[src/rtl/parallel_gate_skid_pkg.sv]
// Shared state codes and width helper for the parallel gate skid stage.
package parallel_gate_skid_pkg;

   typedef enum logic [1:0] {
      ST_EMPTY = 2'd0,
      ST_ONE   = 2'd1,
      ST_FULL  = 2'd2
   } skid_state_e;

   // Bus width for a given log2 size, common to the parallel gate family.
   function automatic int gate_width(input int s);
      return 2 ** s;
   endfunction

endpackage

[src/rtl/parallel_gate_skid_dffe.sv]
// W-bit enabled D register with synchronous clear, built by recursive halving
// down to a 1-bit leaf so it matches the other parallel primitives.
module gate_dffe (
   input  logic clk,
   input  logic clr,
   input  logic en,
   input  logic d,
   output logic q
);
   always_ff @(posedge clk) begin
      if (clr)     q <= 1'b0;
      else if (en) q <= d;
   end
endmodule

module parallel_gate_dffe
   import parallel_gate_skid_pkg::*;
#(
   parameter int S = 3
) (
   input  logic                     clk,
   input  logic                     clr,
   input  logic                     en,
   input  logic [gate_width(S)-1:0] d,
   output logic [gate_width(S)-1:0] q
);
   generate
      if (S == 0) begin : g_leaf
         gate_dffe u_bit (
            .clk (clk),
            .clr (clr),
            .en  (en),
            .d   (d[0]),
            .q   (q[0])
         );
      end else begin : g_split
         localparam int H = gate_width(S - 1);
         parallel_gate_dffe #(.S(S - 1)) u_lo (
            .clk (clk),
            .clr (clr),
            .en  (en),
            .d   (d[H-1:0]),
            .q   (q[H-1:0])
         );
         parallel_gate_dffe #(.S(S - 1)) u_hi (
            .clk (clk),
            .clr (clr),
            .en  (en),
            .d   (d[2*H-1:H]),
            .q   (q[2*H-1:H])
         );
      end
   endgenerate
endmodule

[src/rtl/parallel_gate_skid.sv]
// Registered valid/ready skid stage: main drives out_data, skid absorbs the
// one word in flight when downstream stalls, so in_ready never sees out_ready.
module parallel_gate_skid
   import parallel_gate_skid_pkg::*;
#(
   parameter int S = 3
) (
   input  logic                     clk,
   input  logic                     rst,
   input  logic [gate_width(S)-1:0] in_data,
   input  logic                     in_valid,
   output logic                     in_ready,
   output logic [gate_width(S)-1:0] out_data,
   output logic                     out_valid,
   input  logic                     out_ready,
   output logic [1:0]               occupancy
);
   localparam int W = gate_width(S);

   skid_state_e    state, state_nxt;
   logic           in_x, out_x;
   logic           main_en, skid_en, main_from_skid;
   logic [W-1:0]   main_d, skid_q;

   assign in_x  = in_valid && in_ready;
   assign out_x = out_valid && out_ready;

   always_ff @(posedge clk) begin
      if (rst) state <= ST_EMPTY;
      else     state <= state_nxt;
   end

   always_comb begin
      state_nxt      = state;
      main_en        = 1'b0;
      skid_en        = 1'b0;
      main_from_skid = 1'b0;
      case (state)
         ST_ONE: begin
            if (in_x && out_x) begin
               main_en = 1'b1;
            end else if (in_x) begin
               skid_en   = 1'b1;
               state_nxt = ST_FULL;
            end else if (out_x) begin
               state_nxt = ST_EMPTY;
            end
         end
         ST_FULL: begin
            if (out_x) begin
               main_en        = 1'b1;
               main_from_skid = 1'b1;
               state_nxt      = ST_ONE;
            end
         end
         default: begin
            // Illegal code 3 behaves as EMPTY.
            state_nxt = ST_EMPTY;
            if (in_x) begin
               main_en   = 1'b1;
               state_nxt = ST_ONE;
            end
         end
      endcase
   end

   always_comb begin
      out_valid = 1'b0;
      in_ready  = !rst;
      occupancy = 2'd0;
      case (state)
         ST_ONE: begin
            out_valid = 1'b1;
            occupancy = 2'd1;
         end
         ST_FULL: begin
            out_valid = 1'b1;
            in_ready  = 1'b0;
            occupancy = 2'd2;
         end
         default: ;
      endcase
   end

   assign main_d = main_from_skid ? skid_q : in_data;

   parallel_gate_dffe #(.S(S)) u_main (
      .clk (clk),
      .clr (rst),
      .en  (main_en),
      .d   (main_d),
      .q   (out_data)
   );

   parallel_gate_dffe #(.S(S)) u_skid (
      .clk (clk),
      .clr (rst),
      .en  (skid_en),
      .d   (in_data),
      .q   (skid_q)
   );
endmodule

[config.mk]
export PLATFORM = sky130hd
export DESIGN_NAME = parallel_gate_skid
export DESIGN_NICKNAME = d
export VERILOG_FILES = /design/src/rtl/parallel_gate_skid_pkg.sv /design/src/rtl/parallel_gate_skid_dffe.sv /design/src/rtl/parallel_gate_skid.sv
export SDC_FILE = /design/constraint.sdc
export NUM_CORES = 1
export LEC_CHECK = 0
export CORE_UTILIZATION = 43
export CTS_CLUSTER_SIZE = 25
export DETAILED_ROUTE_END_ITERATION = 10
export PLACE_DENSITY = 0.82
export SYNTH_ARGS = -nofsm -noshare
export SYNTH_HDL_FRONTEND = slang
export SYNTH_SLANG_ARGS = --single-unit
[constraint.sdc]
create_clock -name clk -period 1.9 [get_ports clk]
set_input_delay 0.475 -clock clk [delete_from_list [all_inputs] [get_ports clk]]
set_output_delay 0.475 -clock clk [all_outputs]
set_load 0.01 [all_outputs]
# Word-level counts from Yosys, hierarchy flattened
# Cells that the tools add are included.
[totals] input_bits=12 ram_bits=0 rom_bits=0 memories=0 register_bits=18 latch_bits=0
[classes] n_eq_ne=5 shifts=0 n_mux=17 multipliers=0 reduce_logical=6 div_mod_pow=0 add_sub_neg=0 n_lt_le_gt_ge=0 bitwise_logic=0
[op_table] op="$mux W1" n=9
[op_table] op="$mux W2" n=4
[op_table] op="$mux W8" n=1
[op_table] op="$pmux W2 S2" n=2
[op_table] op="$ne A2 B2 Y1 const B" n=2
[op_table] op="$logic_and A1 B1 Y1" n=3
[op_table] op="$ne A3 B3 Y1 const B" n=1
[op_table] op="$reduce_and A3 Y1" n=1
[op_table] op="$eq A2 B1 Y1 const B" n=1
[op_table] op="$eq A2 B2 Y1 const B" n=1
[op_table] op="$pmux W1 S2" n=1
[op_table] op="$reduce_or A2 Y1" n=1
[op_table] op="$logic_not A1 Y1" n=1

# Logic depth before layout (Yosys ltp)
# Gate-level depths: netlist of run 1.
[logic_depth] ltp_word=8 ltp_mapped=7 ltp_nobuf=6

# Hierarchy
# Synthesis of run 1 repeated with hierarchy kept, for this count alone.
[hier_totals] hier_cells=82 hier_area_um2=853.3
[modules_own_cells] module="gate_dffe" area_each_um2=33.8 cells_each=3 instances=16 seq_area_each_um2=20.0
[modules_own_cells] module="parallel_gate_skid" area_each_um2=312.8 cells_each=34 instances=1 seq_area_each_um2=40.0

# Worst setup path after synthesis of run 1
# No wires, ideal clock.
[synth_path] path_type="reg-to-reg" from="register state[0]" to="register u_main.g_split.u_hi.g_split.u_hi.g_split.u_lo.g_leaf.u_bit.q" stages_incl_launch_ff=8 t_required_ns=1.756 n_path_buf=1 arrival_time_ns=1.638 setup_time_ns=0.144 slack_ns=0.118 cell_sequence="dfxtp_1 > inv_1 > ha_1 > and4bb_4 > a311o_4 > buf_6 > nor2_1 > a311oi_2"
[synth_via] elab_chain_cells=7
[synth_lines] element="start: declaration" line_no="parallel_gate_skid.sv:20" text="skid_state_e state, state_nxt;"
[synth_lines] element="start signal: assignment" line_no="parallel_gate_skid.sv:30" text="else state <= state_nxt;"
[synth_lines] element="$eq A2 B2 Y1 or $eq A2 B1 Y1 (tied branches)" line_no="parallel_gate_skid.sv:38, parallel_gate_skid.sv:71"
[synth_lines] element="$reduce_or A2 Y1 (no source line)"
[synth_lines] element="$mux W1" line_no="parallel_gate_skid.sv:71" text="case (state)"
[synth_lines] element="$logic_and A1 B1 Y1" line_no="parallel_gate_skid.sv:26" text="assign out_x = out_valid && out_ready;"
[synth_lines] element="$logic_and A1 B1 Y1 or $mux W1 (tied branches)" line_no="parallel_gate_skid.sv:40, parallel_gate_skid.sv:50"
[synth_lines] element="$mux W1, on equally long branches" line_no="parallel_gate_skid.sv:40, parallel_gate_skid.sv:38"
[synth_lines] element="$pmux W1 S2 or $mux W8 (tied branches)" line_no="parallel_gate_skid.sv:38, parallel_gate_skid.sv:85"
[synth_lines] element="end signal: assignment" line_no="parallel_gate_skid_dffe.sv:11" text="if (clr) q <= 1'b0;"
[synth_lines] element="end signal: assignment" line_no="parallel_gate_skid_dffe.sv:12" text="else if (en) q <= d;"
[synth_lines] element="end: declaration" line_no="parallel_gate_skid_dffe.sv:8" text="output logic q"
# Several ways; a longest one is shown, not always the timed one.
# A chain may end at the register's enable or synchronous reset.

# Worst setup path after layout of run 1
[layout_path] from="register state[0]" to="output in_ready"
[layout_via] elab_chain_cells=2
[layout_lines] element="$eq A2 B2 Y1" line_no="parallel_gate_skid.sv:71"
[layout_lines] element="$mux W1" line_no="parallel_gate_skid.sv:71"
[layout_lines] element="end: declaration" line_no="parallel_gate_skid.sv:12" text="output logic in_ready,"
# Every way passes these cells.

==> implementation parameters, run 1 <==
Parameter                              Value

Logic synthesis
  Area fraction in compound gates after synthesis ... 18.73%
  Post-synthesis instance area ... 962.2 um^2
  Dominant combinational cell family by area after synthesis ... simple AND/OR/NAND/NOR gates
  Number of standard cells after synthesis ... 103
  Post-synthesis share of cell area spent on xor and xnor gates ... 0%
  Mean instance size in the synthesized netlist ... 9.341 um^2
  Part of the Yosys area used for sequential elements ... 37.45%
  Multiplexer area fraction after synthesis ... 8.322%
  Count of different cell masters after synthesis ... 22
  Synth Warn # ... 0
  Post-synthesis share of cell area spent on full adders, half adders and majority gates ... 3.901%
  Syn_nets ... 118
  Share of synthesized cell area in and, or, nand and nor gates ... 21.07%
  Flip-flop and latch count after synthesis ... 18

Clock tree
  Largest buffer count on any clock path ... 2
  Clock buffers created by TritonCTS ... 3
  Insertion delay of the later-clocked pin in the worst-skew pair ... 290 ps
  CTS clock-pin slew for the worst setup and hold paths ... 100 ps
  CTS root buffer ... sky130_fd_sc_hd__clkbuf_4
  CTS tree ... done
  Clock sinks ... 18
  Level count of the clock H-tree ... 1

Power
  Peak supply drop ... 0.6118 mV
  Pleak ... 0.5617 nW
  Power density normalized to cell area ... 788.9 mW/mm^2

Floorplanning
  Die span in y ... 49.31 um
  Initial core utilization ... 47.12%
  Die area ... 0.002431 mm^2
  Ports placed on the boundary ... 24
  Die width ... 49.31 um
  Placeable core area ... 0.002042 mm^2
  Standard-cell rows ... 16

Cells and area
  Layout overhead on the synthesized area ... 32.51%
  Top register by number of flip-flops ... state
  Final cell count without fillers ... 154
  Antenna diodes ... 0
  Share of final-layout standard cells stronger than drive strength 1 ... 22.83%
  # nets final ... 143
  Number of flip-flops under the largest register name ... 2

Critical path
  Category of the most critical setup path ... reg -> out
  Crit Path Max Fanout ... 6
  Required @ worst endpoint ... 1420 ps
  Critical path arrival ... 1350 ps
  Type of origin of the critical path ... flip-flop
  Crit end category ... output pin
  R2r setup slk ... 90 ps
  Worst R2R Start ... state[0]
  Depth of the worst register-to-register path ... 6

Placement
  Number of placed cells counting well taps ... 150
  I/O Buffers ... 23
  DPL Wire Length ... 1.591 mm
  Routability congestion estimate from global placement ... 0.7747

Global routing
  Maximum number of pins on one net before global-route repair ... 17
  Global-route usage over all layers ... 17.57%
  Number of antenna violations at the first check in global routing ... 0
  Wire length of the first global-routing pass ... 3.187 mm
  Gr ovfl total ... 0
  Number of global-route vias before repair ... 721

Detailed routing
  DRC violations left ... 0
  Number of vias in the routed layout ... 802
  Sum of routed wire length over all layers ... 2.043 mm
  First-iteration detailed-routing DRC count ... 14
  Drt first pass iters ... 4
  Antenna viol nets, final ... 0
  Vias/cell ... 5.208
  Average wire per cell in the routed design ... 13.27 um

Timing
  RSZ-0062 raised after global routing ... false
  Count of final hold-check violations ... 0
  Final clock skew ... 1.250 ps
  Tmin final ... 1828 ps
  F_max ... 546.9 MHz
  Accumulated negative setup slack ... 0 ps
  Worst slew slack as a fraction of its limit ... 82.28%
  Final clock period utilization by the worst path ... 96.24%
  # setup viols final ... 0
  Actual slew at the worst max-slew pin ... 265.1 ps
  Pins over their slew limit ... 0

Hold path
  Hold depth ... 2
  Class of the tightest hold or removal check ... reg -> reg

Run
  Max-capacitance violation count ... 0

Outcome
  Result of the run ... finished, final reports clean
[stage by stage]
step                util, %  setup slack, ps  instance area (um^2)  power [mW]  hold WS (ps)
CTS                   61.83            26.17                  1262       1.002         514.2
finish                62.44            71.53                  1275       1.006         516.0
global route          62.44           0.3719                  1275       1.062         538.7
floorplan                 -            118.2                 962.2      0.6549         463.0
global placement      60.11           -219.9                  1227      0.7668         479.5
detailed placement    60.11           -284.5                  1227      0.7787         487.7
[worst max-delay path by stage]
stage,from,endpoint,depth (start not counted)
after global placement,rst,in_ready,3
after global routing,state[0],in_ready,4
after floorplan,state[0],flip-flop,7
after detailed placement,rst,flip-flop,5
after CTS,state[0],out_valid,4
final,state[0],in_ready,4
[per-layer routing]
layer	part of all wire, %	vias to the layer above	track usage [%]	routed length [um]
met5	0	-	0	0
met2	49	20	28.77	1010
met3	3.4	6	4.673	69
met1	45	365	20.53	917
met4	2.2	0	9.804	44
li1	-	411	-	-
[layout make-up]
cell class                 count  area (um^2)
fill                         176        767.0
clock buffer                   4        36.28
sequential                    18        362.8
timing repair buffer          33        311.5
multi-input combinational     68        515.5
inverter                       4        15.01
tap                           27        33.78
[placed cells by master, fill, tap and decap left out]
cell / Yosys / layout
sky130_fd_sc_hd__clkdlybuf4s50_1: 0 / 18
sky130_fd_sc_hd__nor2_1: 17 / 17
sky130_fd_sc_hd__dfxtp_1: 18 / 16
sky130_fd_sc_hd__nand2_1: 11 / 11
sky130_fd_sc_hd__nand3_1: 9 / 9
sky130_fd_sc_hd__buf_4: 8 / 9
sky130_fd_sc_hd__mux2i_1: 8 / 8
sky130_fd_sc_hd__a311oi_2: 8 / 8
sky130_fd_sc_hd__dlygate4sd2_1: 0 / 5
sky130_fd_sc_hd__inv_1: 4 / 4
sky130_fd_sc_hd__a21oi_1: 3 / 3
sky130_fd_sc_hd__clkbuf_4: 0 / 3
sky130_fd_sc_hd__dfxtp_2: 0 / 2
sky130_fd_sc_hd__and4bb_4: 1 / 1
sky130_fd_sc_hd__or3b_1: 1 / 1
sky130_fd_sc_hd__nand2b_1: 1 / 1
sky130_fd_sc_hd__a32oi_1: 1 / 1
sky130_fd_sc_hd__and4bb_2: 1 / 1
sky130_fd_sc_hd__a311oi_1: 1 / 1
sky130_fd_sc_hd__and3b_1: 1 / 1
sky130_fd_sc_hd__a311o_4: 1 / 1
sky130_fd_sc_hd__a211oi_1: 1 / 1
sky130_fd_sc_hd__ha_4: 0 / 1
sky130_fd_sc_hd__ha_2: 0 / 1
sky130_fd_sc_hd__ha_1: 3 / 1
sky130_fd_sc_hd__clkbuf_8: 0 / 1
sky130_fd_sc_hd__buf_12: 0 / 1
[repair_timing]
action                                  in CTS  in global routing
resized for setup                            8                  1
hold buffers                                 0                  0
endpoints found under the setup margin       4                  2
endpoints found under the hold margin        0                  0
setup buffers                                0                  0
[critical path, cell delays in order (launching register included)]
cell	delay, ps
sky130_fd_sc_hd__dfxtp_2	350
sky130_fd_sc_hd__inv_1	80
sky130_fd_sc_hd__ha_2	230
sky130_fd_sc_hd__nor2_1	120
sky130_fd_sc_hd__dlygate4sd2_1	280
[synthesized netlist by cell type]
library cell               number  area share (%)
sky130_fd_sc_hd__dfxtp_1       18              37
sky130_fd_sc_hd__nor2_1        17             6.6
sky130_fd_sc_hd__nand2_1       11             4.3
sky130_fd_sc_hd__nand3_1        9             4.7
sky130_fd_sc_hd__a311oi_2       8              12
sky130_fd_sc_hd__buf_4          8             6.2
sky130_fd_sc_hd__mux2i_1        8             8.3
sky130_fd_sc_hd__inv_1          4             1.6
sky130_fd_sc_hd__a21oi_1        3             1.6
sky130_fd_sc_hd__clkbuf_1       3             1.2
sky130_fd_sc_hd__ha_1           3             3.9
sky130_fd_sc_hd__a211oi_1       1            0.78
sky130_fd_sc_hd__a311o_4        1             2.1
sky130_fd_sc_hd__a311oi_1       1            0.91
sky130_fd_sc_hd__a32oi_1        1            0.91
sky130_fd_sc_hd__and3b_1        1            0.91
sky130_fd_sc_hd__and4bb_2       1             1.3
sky130_fd_sc_hd__and4bb_4       1             1.7
sky130_fd_sc_hd__buf_1          1            0.39
sky130_fd_sc_hd__buf_6          1             1.2
sky130_fd_sc_hd__nand2b_1       1            0.65
sky130_fd_sc_hd__or3b_1         1            0.91
[report_power, final]
part           total (mW)  internal, mW  switching (mW)
clock               0.234         0.117           0.117
sequential          0.435         0.413          0.0214
combinational       0.337         0.177           0.160
total                1.01         0.708           0.298
[cell families (layout without fill, tap and decap cells)]
kind of cell,after synthesis,in the layout
adder cells (fa/ha/maj),3,3
AO/OA/AOI/OAI,15,15
buffers and inverters,17,41
multiplexers,8,8
AND/OR/NAND/NOR,42,42
flip-flops,18,18
Power figures use the tool's default switching activity.
==> inputs of run 2 (changes only) <==
--- a/config.mk
+++ b/config.mk
@@ -8,6 +8,7 @@
 export CORE_UTILIZATION = 43
 export CTS_CLUSTER_SIZE = 25
 export DETAILED_ROUTE_END_ITERATION = 10
+export HOLD_SLACK_MARGIN = 0.1
 export PLACE_DENSITY = 0.82
 export SYNTH_ARGS = -nofsm -noshare
 export SYNTH_HDL_FRONTEND = slang
==> results of run 2 <==
The final DEF is identical to that of run 1; final timing and power are the same.
==> inputs of run 3 (changes only) <==
--- a/config.mk
+++ b/config.mk
@@ -5,6 +5,7 @@
 export SDC_FILE = /design/constraint.sdc
 export NUM_CORES = 1
 export LEC_CHECK = 0
+export CORE_MARGIN = 2
 export CORE_UTILIZATION = 43
 export CTS_CLUSTER_SIZE = 25
 export DETAILED_ROUTE_END_ITERATION = 10
==> run 3 against run 2 <==
Non-clock buffer count fell by 1. Critical endpoint unchanged. Worst setup slack got worse by 9.6 ps. Total power is 0.85% lower. Final area about the same. Count of clock-buffer cells in the layout unchanged. Largest cell class unchanged. Critical path depth is 1 lower. Core utilization decreased by 3.6 points. Global-route usage fell by 0.92 points. Largest power group unchanged.
==> implementation parameters, run 3 (synthesis gave the netlist of run 1 again) <==
Parameter                              Value

Timing
  RSZ-0062 raised after global routing ... false
  Final clock skew ... 2.327 ps (+1.077 ps)
  Tmin final ... 1838 ps (+9.634 ps)
  F_max ... 544.0 MHz (-0.52%)
  Pins over their slew limit ... 0 (unchanged)
  Final setup margin ... 61.89 ps (-9.634 ps)
  Actual slew at the worst max-slew pin ... 245.5 ps (-19.64 ps)
  Accumulated negative setup slack ... 0 ps (unchanged)
  Worst slew slack as a fraction of its limit ... 83.60% (+1.3 points)
  Final clock period utilization by the worst path ... 96.74% (+0.51 points)
  Worst slack on hold paths ... 520.5 ps (+4.548 ps)
  Count of final hold-check violations ... 0 (unchanged)
  # setup viols final ... 0 (unchanged)

Critical path
  Type of origin of the critical path ... primary input
  Worst setup path end ... in_ready
  Depth of the worst register-to-register path ... 6 (unchanged)
  Critical path arrival ... 1360 ps (about the same)
  R2r setup slk ... 110 ps (+20 ps)
  Worst R2R Start ... state[0]
  Category of the most critical setup path ... in -> out
  Required @ worst endpoint ... 1420 ps (about the same)
  Crit end category ... output pin
  Crit path from ... rst
  Crit Path Max Fanout ... 6 (unchanged)

Detailed routing
  Sum of routed wire length over all layers ... 1.973 mm (-3.4%)
  First-iteration detailed-routing DRC count ... 7 (-7)
  DRC violations left ... 0 (unchanged)
  Average wire per cell in the routed design ... 12.81 um (-3.4%)
  Number of vias in the routed layout ... 808 (+0.75%)
  Antenna viol nets, final ... 0 (unchanged)
  Drt first pass iters ... 4 (unchanged)
  Vias/cell ... 5.247 (+0.75%)

Global routing
  Gr ovfl total ... 0 (unchanged)
  Global-route usage over all layers ... 16.65% (-0.92 points)
  Wire length of the first global-routing pass ... 3.318 mm (+4.1%)
  Maximum number of pins on one net before global-route repair ... 17 (unchanged)
  Number of antenna violations at the first check in global routing ... 0 (unchanged)
  Number of global-route vias before repair ... 755 (+4.7%)

Placement
  I/O Buffers ... 23 (unchanged)
  Routability congestion estimate from global placement ... 0.8233 (+6.3%)
  Number of placed cells counting well taps ... 150 (unchanged)
  DPL Wire Length ... 1.617 mm (+1.6%)
  Worst slack, placed ... -243.2 ps (+41.39 ps)

Floorplanning
  Die span in y ... 51.31 um (+4.1%)
  Placeable core area ... 0.002170 mm^2 (+6.2%)
  Standard-cell rows ... 17 (+1)
  Ports placed on the boundary ... 24 (unchanged)
  Die area ... 0.002632 mm^2 (+8.3%)
  Initial core utilization ... 44.35% (-2.8 points)
  Die width ... 51.31 um (+4.1%)

Clock tree
  CTS clock-pin slew for the worst setup and hold paths ... 100 ps (about the same)
  Level count of the clock H-tree ... 1 (unchanged)
  CTS tree ... done
  Insertion delay of the later-clocked pin in the worst-skew pair ... 280 ps (about the same)
  Setup Fix Bufs, Post-CTS ... 0 (unchanged)
  Clock buffers created by TritonCTS ... 3 (unchanged)
  CTS root buffer ... sky130_fd_sc_hd__clkbuf_4
  Largest buffer count on any clock path ... 2 (unchanged)
  Clock sinks ... 18 (unchanged)

Cells and area
  Share of final-layout standard cells stronger than drive strength 1 ... 22.22% (-0.61 points)
  Number of flip-flops under the largest register name ... 2 (unchanged)
  Antenna diodes ... 0 (unchanged)
  Layout overhead on the synthesized area ... 32.64% (about the same)
  # nets final ... 142 (-0.70%)
  Final cell count without fillers ... 154 (unchanged)
  Top register by number of flip-flops ... state
  Most common library cell in the layout ignoring fill and taps ... sky130_fd_sc_hd__clkdlybuf4s50_1
  Top library cells by usage in the layout, fill and taps aside ... sky130_fd_sc_hd__clkdlybuf4s50_1, sky130_fd_sc_hd__nor2_1, sky130_fd_sc_hd__dfxtp_1, sky130_fd_sc_hd__nand2_1, sky130_fd_sc_hd__nand3_1

Power
  Peak supply drop ... 0.5346 mV (-13%)
  Power density normalized to cell area ... 781.5 mW/mm^2 (-0.95%)
  Pleak ... 0.5565 nW (-0.93%)
  Total power of the final layout ... 0.9973 mW (-0.85%)

Run
  Max-capacitance violation count ... 0 (unchanged)

Outcome
  Result of the run ... finished, final reports clean

Hold path
  Class of the tightest hold or removal check ... reg -> reg
run 3: metal layers:
metal | share of wire, % | up-vias | GRT usage, %
met2 | 52 | 18 | 30.30
met3 | 2.7 | 4 | 4.678
met1 | 43 | 383 | 18.95
li1 | - | 403 | -
met5 | 0 | - | 0
met4 | 2.2 | 0 | 4.386
run 3: cell type report:
class / instances / area [um^2]
timing repair buffer: 32 / 305.3
multi-input combinational: 68 / 523.0
tap: 28 / 35.03
fill: 208 / 893.4
sequential: 18 / 361.6
inverter: 4 / 15.01
clock buffer: 4 / 36.28
run 3: power by group:
part | switching (mW) | total, mW | internal (mW)
Clock | 0.109 | 0.225 | 0.117
Combinational | 0.160 | 0.339 | 0.179
Sequential | 0.0203 | 0.433 | 0.413
Total | 0.289 | 0.997 | 0.708
run 3: what timing repair did:
item	in CTS	in global routing
hold buffers	0	0
cloned	0	0
endpoints found under the hold margin	0	0
resized for setup	6	2
setup endpoints to repair	4	6
run 3: worst max-delay path, cell delays in order:
cell	delay (ps)
sky130_fd_sc_hd__clkdlybuf4s50_1	550
sky130_fd_sc_hd__nor2_1	60
sky130_fd_sc_hd__dlygate4sd2_1	280
run 3: through the flow:
| stage | cell area (um^2) | util, % |
|---|---|---|
| CTS | 1256 | 57.90 |
| finish | 1276 | 58.82 |
| floorplan | 962.2 | - |
| global placement | 1221 | 56.29 |
| detailed placement | 1221 | 56.29 |
| global route | 1276 | 58.82 |
run 3: worst min-delay path by stage:
| stage | endpoint | cells after the start | start | slack, ps |
|---|---|---|---|---|
| 2_1_floorplan | flip-flop | 2 | flip-flop | 460 |
| 3_3_place_gp | flip-flop | 2 | flip-flop | 480 |
| 3_5_place_dp | flip-flop | 2 | flip-flop | 500 |
| 4_1_cts | flip-flop | 2 | flip-flop | 520 |
| 5_1_grt | flip-flop | 2 | flip-flop | 550 |
| 6_report | flip-flop | 2 | flip-flop | 520 |
